$ cat src/rtl/cipher_pkg.sv
// Shared types for the cipher nibble packer: pair record, packer states, nibble width.
package cipher_pkg;

  localparam int NIBBLE_W = 4;

  typedef enum logic {
    PK_FILL = 1'b0,
    PK_HOLD = 1'b1
  } packer_state_t;

  typedef struct packed {
    logic                last;
    logic [NIBBLE_W-1:0] key;
    logic [NIBBLE_W-1:0] enc;
  } cipher_pair_t;

endpackage

$ cat src/rtl/cipher_pair_fifo.sv
// Synchronous FIFO of cipher_pair_t records; full/empty come from a registered occupancy count.
module cipher_pair_fifo
  import cipher_pkg::*;
#(
  parameter int DEPTH = 4
) (
  input  logic         clk,
  input  logic         rst,
  input  logic         push_i,
  input  cipher_pair_t push_data_i,
  input  logic         pop_i,
  output cipher_pair_t pop_data_o,
  output logic         full_o,
  output logic         empty_o
);

  localparam int AW = (DEPTH > 1) ? $clog2(DEPTH) : 1;
  localparam int CW = $clog2(DEPTH + 1);

  cipher_pair_t   mem_q [DEPTH];
  logic [AW-1:0]  wr_ptr_q, wr_ptr_d;
  logic [AW-1:0]  rd_ptr_q, rd_ptr_d;
  logic [CW-1:0]  count_q, count_d;
  logic           do_push, do_pop;

  assign full_o     = (count_q == CW'(DEPTH));
  assign empty_o    = (count_q == '0);
  assign do_push    = push_i && !full_o;
  assign do_pop     = pop_i && !empty_o;
  assign pop_data_o = mem_q[rd_ptr_q];

  // DEPTH is a power of two, so pointer overflow is the modulo wrap.
  always_comb begin
    wr_ptr_d = wr_ptr_q;
    rd_ptr_d = rd_ptr_q;
    count_d  = count_q;
    if (do_push) wr_ptr_d = wr_ptr_q + 1'b1;
    if (do_pop)  rd_ptr_d = rd_ptr_q + 1'b1;
    case ({do_push, do_pop})
      2'b10:   count_d = count_q + 1'b1;
      2'b01:   count_d = count_q - 1'b1;
      default: count_d = count_q;
    endcase
  end

  always_ff @(posedge clk or posedge rst) begin
    if (rst) begin
      wr_ptr_q <= '0;
      rd_ptr_q <= '0;
      count_q  <= '0;
    end else begin
      wr_ptr_q <= wr_ptr_d;
      rd_ptr_q <= rd_ptr_d;
      count_q  <= count_d;
    end
  end

  always_ff @(posedge clk) begin
    if (do_push) mem_q[wr_ptr_q] <= push_data_i;
  end

endmodule

$ cat src/rtl/cipher_nibble_packer.sv
// Packs buffered {enc,key} nibble pairs LSB-first into wide words with valid/ready on both sides.
// Optional running XOR checksum of the encrypt nibbles when CIPHER_PACKER_CHECKSUM_EN is defined.
module cipher_nibble_packer
  import cipher_pkg::*;
#(
  parameter int NIBBLES_PER_WORD = 4,
  parameter int FIFO_DEPTH       = 4
) (
  input  logic                                    clk,
  input  logic                                    rst,
  input  logic                                    in_valid,
  output logic                                    in_ready,
  input  logic [NIBBLE_W-1:0]                     in_encrypt_data,
  input  logic [NIBBLE_W-1:0]                     in_private_key,
  input  logic                                    in_last,
  output logic                                    out_valid,
  input  logic                                    out_ready,
  output logic [NIBBLE_W*NIBBLES_PER_WORD-1:0]    out_word,
  output logic [NIBBLE_W*NIBBLES_PER_WORD-1:0]    out_key_word,
  output logic [$clog2(NIBBLES_PER_WORD+1)-1:0]   out_len,
  output logic [NIBBLE_W-1:0]                     out_checksum
);

  localparam int W  = NIBBLE_W * NIBBLES_PER_WORD;
  localparam int LW = $clog2(NIBBLES_PER_WORD + 1);

  packer_state_t  state_q, state_d;
  logic [LW-1:0]  cnt_q, cnt_d;
  logic [W-1:0]   word_q, word_d;
  logic [W-1:0]   key_q, key_d;

  cipher_pair_t   push_pair, pop_pair;
  logic           fifo_full, fifo_empty;
  logic           pop;
  logic           hs;

  assign push_pair = {in_last, in_private_key, in_encrypt_data};
  assign in_ready  = !fifo_full;

  cipher_pair_fifo #(
    .DEPTH (FIFO_DEPTH)
  ) u_fifo (
    .clk         (clk),
    .rst         (rst),
    .push_i      (in_valid),
    .push_data_i (push_pair),
    .pop_i       (pop),
    .pop_data_o  (pop_pair),
    .full_o      (fifo_full),
    .empty_o     (fifo_empty)
  );

  assign out_valid    = (state_q == PK_HOLD);
  assign hs           = out_valid && out_ready;
  assign out_word     = word_q;
  assign out_key_word = key_q;
  assign out_len      = cnt_q;

  always_comb begin
    state_d = state_q;
    cnt_d   = cnt_q;
    word_d  = word_q;
    key_d   = key_q;
    pop     = 1'b0;
    case (state_q)
      PK_FILL: begin
        if (!fifo_empty) begin
          pop = 1'b1;
          for (int i = 0; i < NIBBLES_PER_WORD; i++) begin
            if (cnt_q == LW'(i)) begin
              word_d[i*NIBBLE_W +: NIBBLE_W] = pop_pair.enc;
              key_d[i*NIBBLE_W +: NIBBLE_W]  = pop_pair.key;
            end
          end
          cnt_d = cnt_q + 1'b1;
          if (cnt_q == LW'(NIBBLES_PER_WORD - 1) || pop_pair.last) state_d = PK_HOLD;
        end
      end
      PK_HOLD: begin
        // Handshake cycle never pops; the next fill starts the following cycle.
        if (hs) begin
          word_d  = '0;
          key_d   = '0;
          cnt_d   = '0;
          state_d = PK_FILL;
        end
      end
      default: state_d = PK_FILL;
    endcase
  end

  always_ff @(posedge clk or posedge rst) begin
    if (rst) begin
      state_q <= PK_FILL;
      cnt_q   <= '0;
      word_q  <= '0;
      key_q   <= '0;
    end else begin
      state_q <= state_d;
      cnt_q   <= cnt_d;
      word_q  <= word_d;
      key_q   <= key_d;
    end
  end

`ifdef CIPHER_PACKER_CHECKSUM_EN
  logic [NIBBLE_W-1:0] chk_q, chk_d;

  always_comb begin
    chk_d = chk_q;
    if (pop)     chk_d = chk_q ^ pop_pair.enc;
    else if (hs) chk_d = '0;
  end

  always_ff @(posedge clk or posedge rst) begin
    if (rst) chk_q <= '0;
    else     chk_q <= chk_d;
  end

  assign out_checksum = chk_q;
`else
  assign out_checksum = '0;
`endif

endmodule

$ cat config.mk
export PLATFORM = sky130hd
export DESIGN_NAME = cipher_nibble_packer
export DESIGN_NICKNAME = d
export VERILOG_FILES = /design/src/rtl/cipher_pkg.sv /design/src/rtl/cipher_pair_fifo.sv /design/src/rtl/cipher_nibble_packer.sv
export SDC_FILE = /design/constraint.sdc
export NUM_CORES = 1
export LEC_CHECK = 0
export CORE_MARGIN = 2
export CORE_UTILIZATION = 57
export CTS_CLUSTER_SIZE = 25
export DETAILED_ROUTE_END_ITERATION = 16
export MAX_ROUTING_LAYER = met4
export PLACE_DENSITY = 0.84
export REMOVE_ABC_BUFFERS = 1
export SYNTH_ARGS = -nofsm -noshare
export SYNTH_HDL_FRONTEND = slang
export SYNTH_SLANG_ARGS = --single-unit
export TNS_END_PERCENT = 20
$ cat constraint.sdc
create_clock -name clk -period 6.7 [get_ports clk]
set_clock_uncertainty 0.05 [all_clocks]
set_input_delay 1.34 -clock clk [delete_from_list [all_inputs] [get_ports clk]]
set_output_delay 1.34 -clock clk [all_outputs]
set_load 0.02 [all_outputs]
==> results of run 1 <==
[how the worst max path moves through the flow]
stage	start	depth (start not counted)	to
2_1_floorplan	in_valid	6	u_fifo.count_q[2]
3_3_place_gp	in_valid	7	u_fifo.count_q[2]
3_5_place_dp	in_valid	7	u_fifo.count_q[2]
4_1_cts	in_valid	7	u_fifo.count_q[2]
5_1_grt	in_valid	7	u_fifo.count_q[2]
6_report	in_valid	7	u_fifo.count_q[2]
[stage by stage]
step	cell area, um^2	util, %	total power, mW	instances	worst slack, ns
4_1_cts	4190	70.7	1.95	390	3.40
3_5_place_dp	3970	67.1	1.56	374	3.04
3_3_place_gp	3970	67.1	1.53	374	3.13
5_1_grt	4190	70.7	2.05	390	3.32
6_report	4190	70.7	1.93	390	3.37
2_1_floorplan	3370	-	1.27	248	3.88
[sequential cells by signal, summed over array words and instances, names as in the netlist]
register	cells
out_len	3
u_fifo.wr_ptr_q	2
u_fifo.rd_ptr_q	2
u_fifo.count_q	3
u_fifo.mem_q	36
out_word	16
out_valid	1
out_key_word	16
[worst reg2reg max path, delay by kind of cell (launching register included)]
kind,cells,cell delay (ns)
adder cells (fa/ha/maj),1,0.42
AO/OA/AOI/OAI,2,0.26
AND/OR/NAND/NOR,5,1.14
flip-flops,1,0.54
[layout by cell type, fill, tap and decap left out, types with 2 or more instances in the layout]
master / synthesis / layout
nor2_1: 6 / 6
nor2b_1: 2 / 2
nand2_1: 44 / 44
and3_1: 5 / 5
o21ai_0: 7 / 7
bufinv_16: 0 / 2
inv_1: 8 / 8
clkdlybuf4s50_1: 0 / 49
dfrtp_1: 43 / 43
conb_1: 1 / 4
and3_4: 2 / 2
o21ai_1: 7 / 7
clkinv_4: 0 / 2
and2_1: 3 / 3
ha_1: 9 / 9
mux2i_1: 38 / 38
mux2_2: 7 / 7
clkbuf_8: 0 / 9
xnor2_1: 3 / 3
a21oi_1: 4 / 4
edfxtp_1: 36 / 36
clkbuf_1: 6 / 2
buf_4: 7 / 2
nand3_1: 4 / 4
mux2_1: 2 / 2
mux2_4: 2 / 2
[cells by family after synthesis]
group | share of synthesized area, %
AO/OA/AOI/OAI | 3.96
XOR/XNOR | 0.756
adder cells (fa/ha/maj) | 3.82
buffers and inverters | 4.10
flip-flops | 62.1
multiplexers | 15.4
other | 0.108
AND/OR/NAND/NOR | 9.83
[power groups by stage]
stage | sequential (mW) | clock, mW | combinational [mW]
4_1_cts | 0.792 | 0.385 | 0.768
2_1_floorplan | 0.854 | 0 | 0.417
3_3_place_gp | 0.792 | 0 | 0.733
5_1_grt | 0.813 | 0.403 | 0.837
6_report | 0.792 | 0.379 | 0.761
3_5_place_dp | 0.801 | 0 | 0.763
[layout make-up]
cell class                 count  area (um^2)  share of cell area [%]
sequential                    79         2160                    51.5
multi-input combinational    161         1190                    28.4
timing repair buffer          51          505                    12.1
clock buffer                  11          131                    3.14
tap                           75         93.8                    2.24
clock inverter                 5         82.6                    1.97
inverter                       8         30.0                   0.717
[metal layers]
| layer | track usage, % | wire length, um | vias up |
|---|---|---|---|
| met1 | 28.5 | 2760 | 1043 |
| met2 | 31.5 | 3150 | 57 |
| li1 | - | - | 1005 |
| met4 | 10.7 | 87 | 0 |
| met5 | - | 0 | - |
| met3 | 3.91 | 264 | 7 |
==> results.yml, run 1 <==
synth:
  synth_cells: 263
  synth.area.top_cells: "edfxtp_1, dfrtp_1, mux2i_1"
  synth_commonest_cells: "nand2_1, dfrtp_1, mux2i_1"
  yosys_register_bits: 79
  async_flop_share_pct: 54.4
  synth_edf_count: 36
  synth_top_area_share_pct: 31.1
  yosysWarnings: 0
  yosys.area.top_type: "edfxtp_1"
  syn_area_per_cell_um2: 13.2
  post-synth-top-count-cell: "nand2_1"
  ys_seq_area_share_pct: 62.1
  synth.distinct_cells: 36
  synth_area_um2: 3480
  yosys_most_used_dff: "dfrtp_1"
setup_path:
  path_cells: "clkdlybuf4s50_1 > and2_1 > nor2_1 > fa_1 > or4_1 > a21oi_1 > a311o_1"
  path_delay_family: "simple AND/OR/NAND/NOR gates"
  rr_startpoint: "u_fifo.count_q[0]"
  path_max_fanout: 12
  max_stage_delay_ns: 0.67
  cp-end-kind: "flop"
  critical_path_class: "in -> reg"
  worst-path-buf-inv: 1
  rr_worst_depth: 8
  worstSetupStartpointType: "primary input"
  crit_slowest_cell: "clkdlybuf4s50_1"
  r2r-end: "u_fifo.count_q[2]"
  cp.required_ns: 6.93
  reg2reg_slack_ns: 4.22
  worstPathArrival_ns: 3.57
power_and_ir_drop:
  power_frac_clock_pct: 19.6
  max-vdd-ir-drop_uv: 219
  switchingPower_mw: 0.710
  power.density_nw_per_um2: 461
  switching_share_pct: 36.7
  p_comb_share_pct: 39.4
  leakagePower_nw: 1.71
  internal_power_mw: 1.22
  seq_power_share_pct: 41.0
hold_path:
  hold_end: "out_key_word[14]"
  worstHoldStart: "out_key_word[14]"
  min_path_type: "reg -> reg"
  holdPathStages: 2
route:
  wl_mm: 6.26
  drtIter0Drc: 126
  route.detailed.drc: 0
  drt-pass1-iter-count: 4
  wl_per_cell_um: 16.1
  viasPerCell: 5.42
  ant_nets: 0
  num_vias: 2112
global_route:
  grt-ovfl-total: 0
  grt_first_pass_wirelength_mm: 10.1
  grt_pass1_vias: 2032
  antenna_found_initial: 0
  grt_use_total_pct: 21.3
  grt_start_max_net_pins: 44
clock_tree:
  clockRootBuffer: "clkbuf_8"
  cts_max_level: 3
  clk_transition_reported_paths_ns: 0.08
  ctsHoldBuffers: 0
  worst_skew_pair.late_latency_ns: 0.35
  cts_resized: 0
  cts_sinks: 79
  post-cts-setup-buffers: 0
  clock_path_buffers: 2
  cts_made_buffers: 9
  cts_tree: "built"
job:
  maxCapViolations: 0
run_status:
  outcome: "completed"
sta:
  post-route-period-util_pct: 49.8
  finalCriticalPeriod_ns: 3.33
  finalSetupViolCount: 0
  slew_headroom_pct: 26.1
  tns_ns: 0
  whs_ns: 0.480
  fmax_mhz: 300
  rsz0062_at_grt: "false"
  finalMaxSlewViolations: 0
  tightest_slew_ns: 1.11
  finalHoldViolCount: 0
die:
  coreArea_um2: 5920
  die_w_um: 82.1
  start_util_pct: 58.7
  die_area_um2: 6740
  ioPinCount: 54
  die-height_um: 82.1
  fp-row-count: 28
placed_design:
  hpwl_mm: 4.26
  portBuffers: 49
  place_congestion: 0.714
layout:
  syn_to_final_growth_pct: 20.5
  fill_cells: 425
  n_antenna_cell: 0
  drive_gt1_share_pct: 10.2
  fin_nets: 333
No activity file was read; power rests on OpenSTA's default activity.
==> run 2: changes to the inputs <==
--- a/config.mk
+++ b/config.mk
@@ -6,11 +6,11 @@
 export NUM_CORES = 1
 export LEC_CHECK = 0
 export CORE_MARGIN = 2
-export CORE_UTILIZATION = 57
+export CORE_UTILIZATION = 53
 export CTS_CLUSTER_SIZE = 25
 export DETAILED_ROUTE_END_ITERATION = 16
 export MAX_ROUTING_LAYER = met4
-export PLACE_DENSITY = 0.84
+export PLACE_DENSITY = 0.79
 export REMOVE_ABC_BUFFERS = 1
 export SYNTH_ARGS = -nofsm -noshare
 export SYNTH_HDL_FRONTEND = slang
==> constraint.sdc (replaced) <==
create_clock -name clk -period 3.2 [get_ports clk]
set_clock_uncertainty 0.05 [all_clocks]
set_input_delay 0.64 -clock clk [delete_from_list [all_inputs] [get_ports clk]]
set_output_delay 0.64 -clock clk [all_outputs]
set_load 0.02 [all_outputs]
==> results.yml, run 2 (synthesis gave the netlist of run 1 again) <==
run_status:
  outcome: "completed"
route:
  wl_mm: 6.31
  drtIter0Drc: 125
  route.detailed.drc: 0
  ant_nets: 0
  drt-pass1-iter-count: 5
  wl_per_cell_um: 16.0
  viasPerCell: 5.33
  num_vias: 2104
setup_path:
  worst-path-buf-inv: 1
  cp.required_ns: 2.51
  worstPathArrival_ns: 1.83
  path_max_fanout: 8
  r2r-end: "u_fifo.count_q[2]"
  crit_slowest_cell: "clkdlybuf4s50_1"
  worstSetupStartpointType: "flop"
  reg2reg_slack_ns: 0.73
  path_cells: "nor2_1 > nand2_1 > clkdlybuf4s50_1"
  critical_path_class: "reg -> out"
  max_stage_delay_ns: 0.57
  rr_startpoint: "u_fifo.count_q[0]"
  path_delay_family: "buffers and inverters"
  cp-end-kind: "output pin"
  rr_worst_depth: 8
layout:
  fin_nets: 336
  mostFrequentLayoutCells: "clkdlybuf4s50_1, nand2_1, dfrtp_1"
  largest_reg_flops: 36
  fill_cells: 456
  syn_to_final_growth_pct: 20.5
  final_common_cell: "clkdlybuf4s50_1"
  regArea_um2: 2160
  n_antenna_cell: 0
  regMostFlops: "u_fifo.mem_q"
  drive_gt1_share_pct: 11.3
  multi_input_area_um2: 1190
sta:
  post-route-period-util_pct: 78.8
  tightest_slew_ns: 0.903
  rsz0062_at_grt: "false"
  fmax_mhz: 397
  slew_headroom_pct: 39.8
  finalMaxSlewViolations: 0
  finalHoldViolCount: 0
  setup_slack_ns: 0.679
  finalCriticalPeriod_ns: 2.52
  tns_ns: 0
  finalSetupViolCount: 0
placed_design:
  hpwl_mm: 4.27
  place_ws_ns: 0.488
  portBuffers: 49
  place_congestion: 0.698
die:
  coreArea_um2: 6350
  die-height_um: 85.0
  fp-row-count: 29
  ioPinCount: 54
  die_area_um2: 7220
  start_util_pct: 54.7
  die_w_um: 85.0
hold_path:
  worstHoldStart: "out_word[5]"
  min_path_type: "reg -> reg"
  hold_end: "out_word[5]"
  holdPathStages: 2
clock_tree:
  worst_skew_pair.late_latency_ns: 0.35
  cts_sinks: 79
  cts_made_buffers: 9
  clockRootBuffer: "clkbuf_8"
  cts_tree: "built"
  cts_resized: 0
  clk_transition_reported_paths_ns: 0.08
  post-cts-setup-buffers: 0
  ctsHoldBuffers: 0
  clock_path_buffers: 2
  cts_max_level: 3
power_and_ir_drop:
  max-vdd-ir-drop_uv: 481
  leakagePower_nw: 1.71
  power.density_nw_per_um2: 952
global_route:
  grt_start_max_net_pins: 44
  grt_pass1_vias: 2138
  grt_use_total_pct: 19.6
  antenna_found_initial: 0
  grt_first_pass_wirelength_mm: 10.5
  grt-ovfl-total: 0
job:
  maxCapViolations: 0
[run 2: cell type report]
class / count / share of cell area (%)
clock buffers: 10 / 3.05
flip-flops and latches: 79 / 51.5
clock inverters: 6 / 1.46
multi-input cells: 161 / 28.4
repair buffers: 54 / 12.6
well taps: 77 / 2.30
inverters: 8 / 0.717
[run 2: worst max path at each step]
stage	from	end	depth (start not counted)
after detailed placement	in_valid	u_fifo.count_q[2]	7
after global placement	in_valid	u_fifo.count_q[2]	7
final	u_fifo.count_q[0]	in_ready	3
after floorplan	u_fifo.count_q[0]	u_fifo.count_q[2]	8
after global routing	u_fifo.count_q[0]	u_fifo.count_q[2]	8
after CTS	u_fifo.count_q[0]	in_ready	3
[run 2: worst min-delay path, delay by kind of cell, from the launching register on]
family / cells / cell delay (ns)
muxes: 1 / 0.06
and+or+nand+nor: 1 / 0.06
DFF: 1 / 0.37
[run 2: per-stage QoR]
| stage | hold slack (ns) | std cells | instance area, um^2 | util, % | power [mW] |
|---|---|---|---|---|---|
| after floorplan | 0.462 | 248 | 3370 | - | 2.66 |
| after detailed placement | 0.464 | 379 | 4000 | 63.0 | 3.30 |
| final | 0.473 | 395 | 4190 | 66.0 | 3.99 |
| after CTS | 0.477 | 395 | 4190 | 66.0 | 4.02 |
| after global routing | 0.496 | 395 | 4190 | 66.0 | 4.23 |
| after global placement | 0.459 | 379 | 4000 | 63.0 | 3.23 |
[run 2: power breakdown]
group	leakage [nW]	total [mW]	internal [mW]	switching, mW
clock network	0.0960	0.715	0.357	0.358
registers	0.887	1.63	1.37	0.262
logic	0.728	1.64	0.766	0.878
total	1.71	3.99	2.49	1.50
[run 2: per-layer routing]
metal	vias up	wire length (um)	track usage (%)
li1	1008	-	-
met2	47	3080	29.9
met3	13	235	4.18
met5	-	0	-
met4	0	158	10.7
met1	1036	2840	24.6
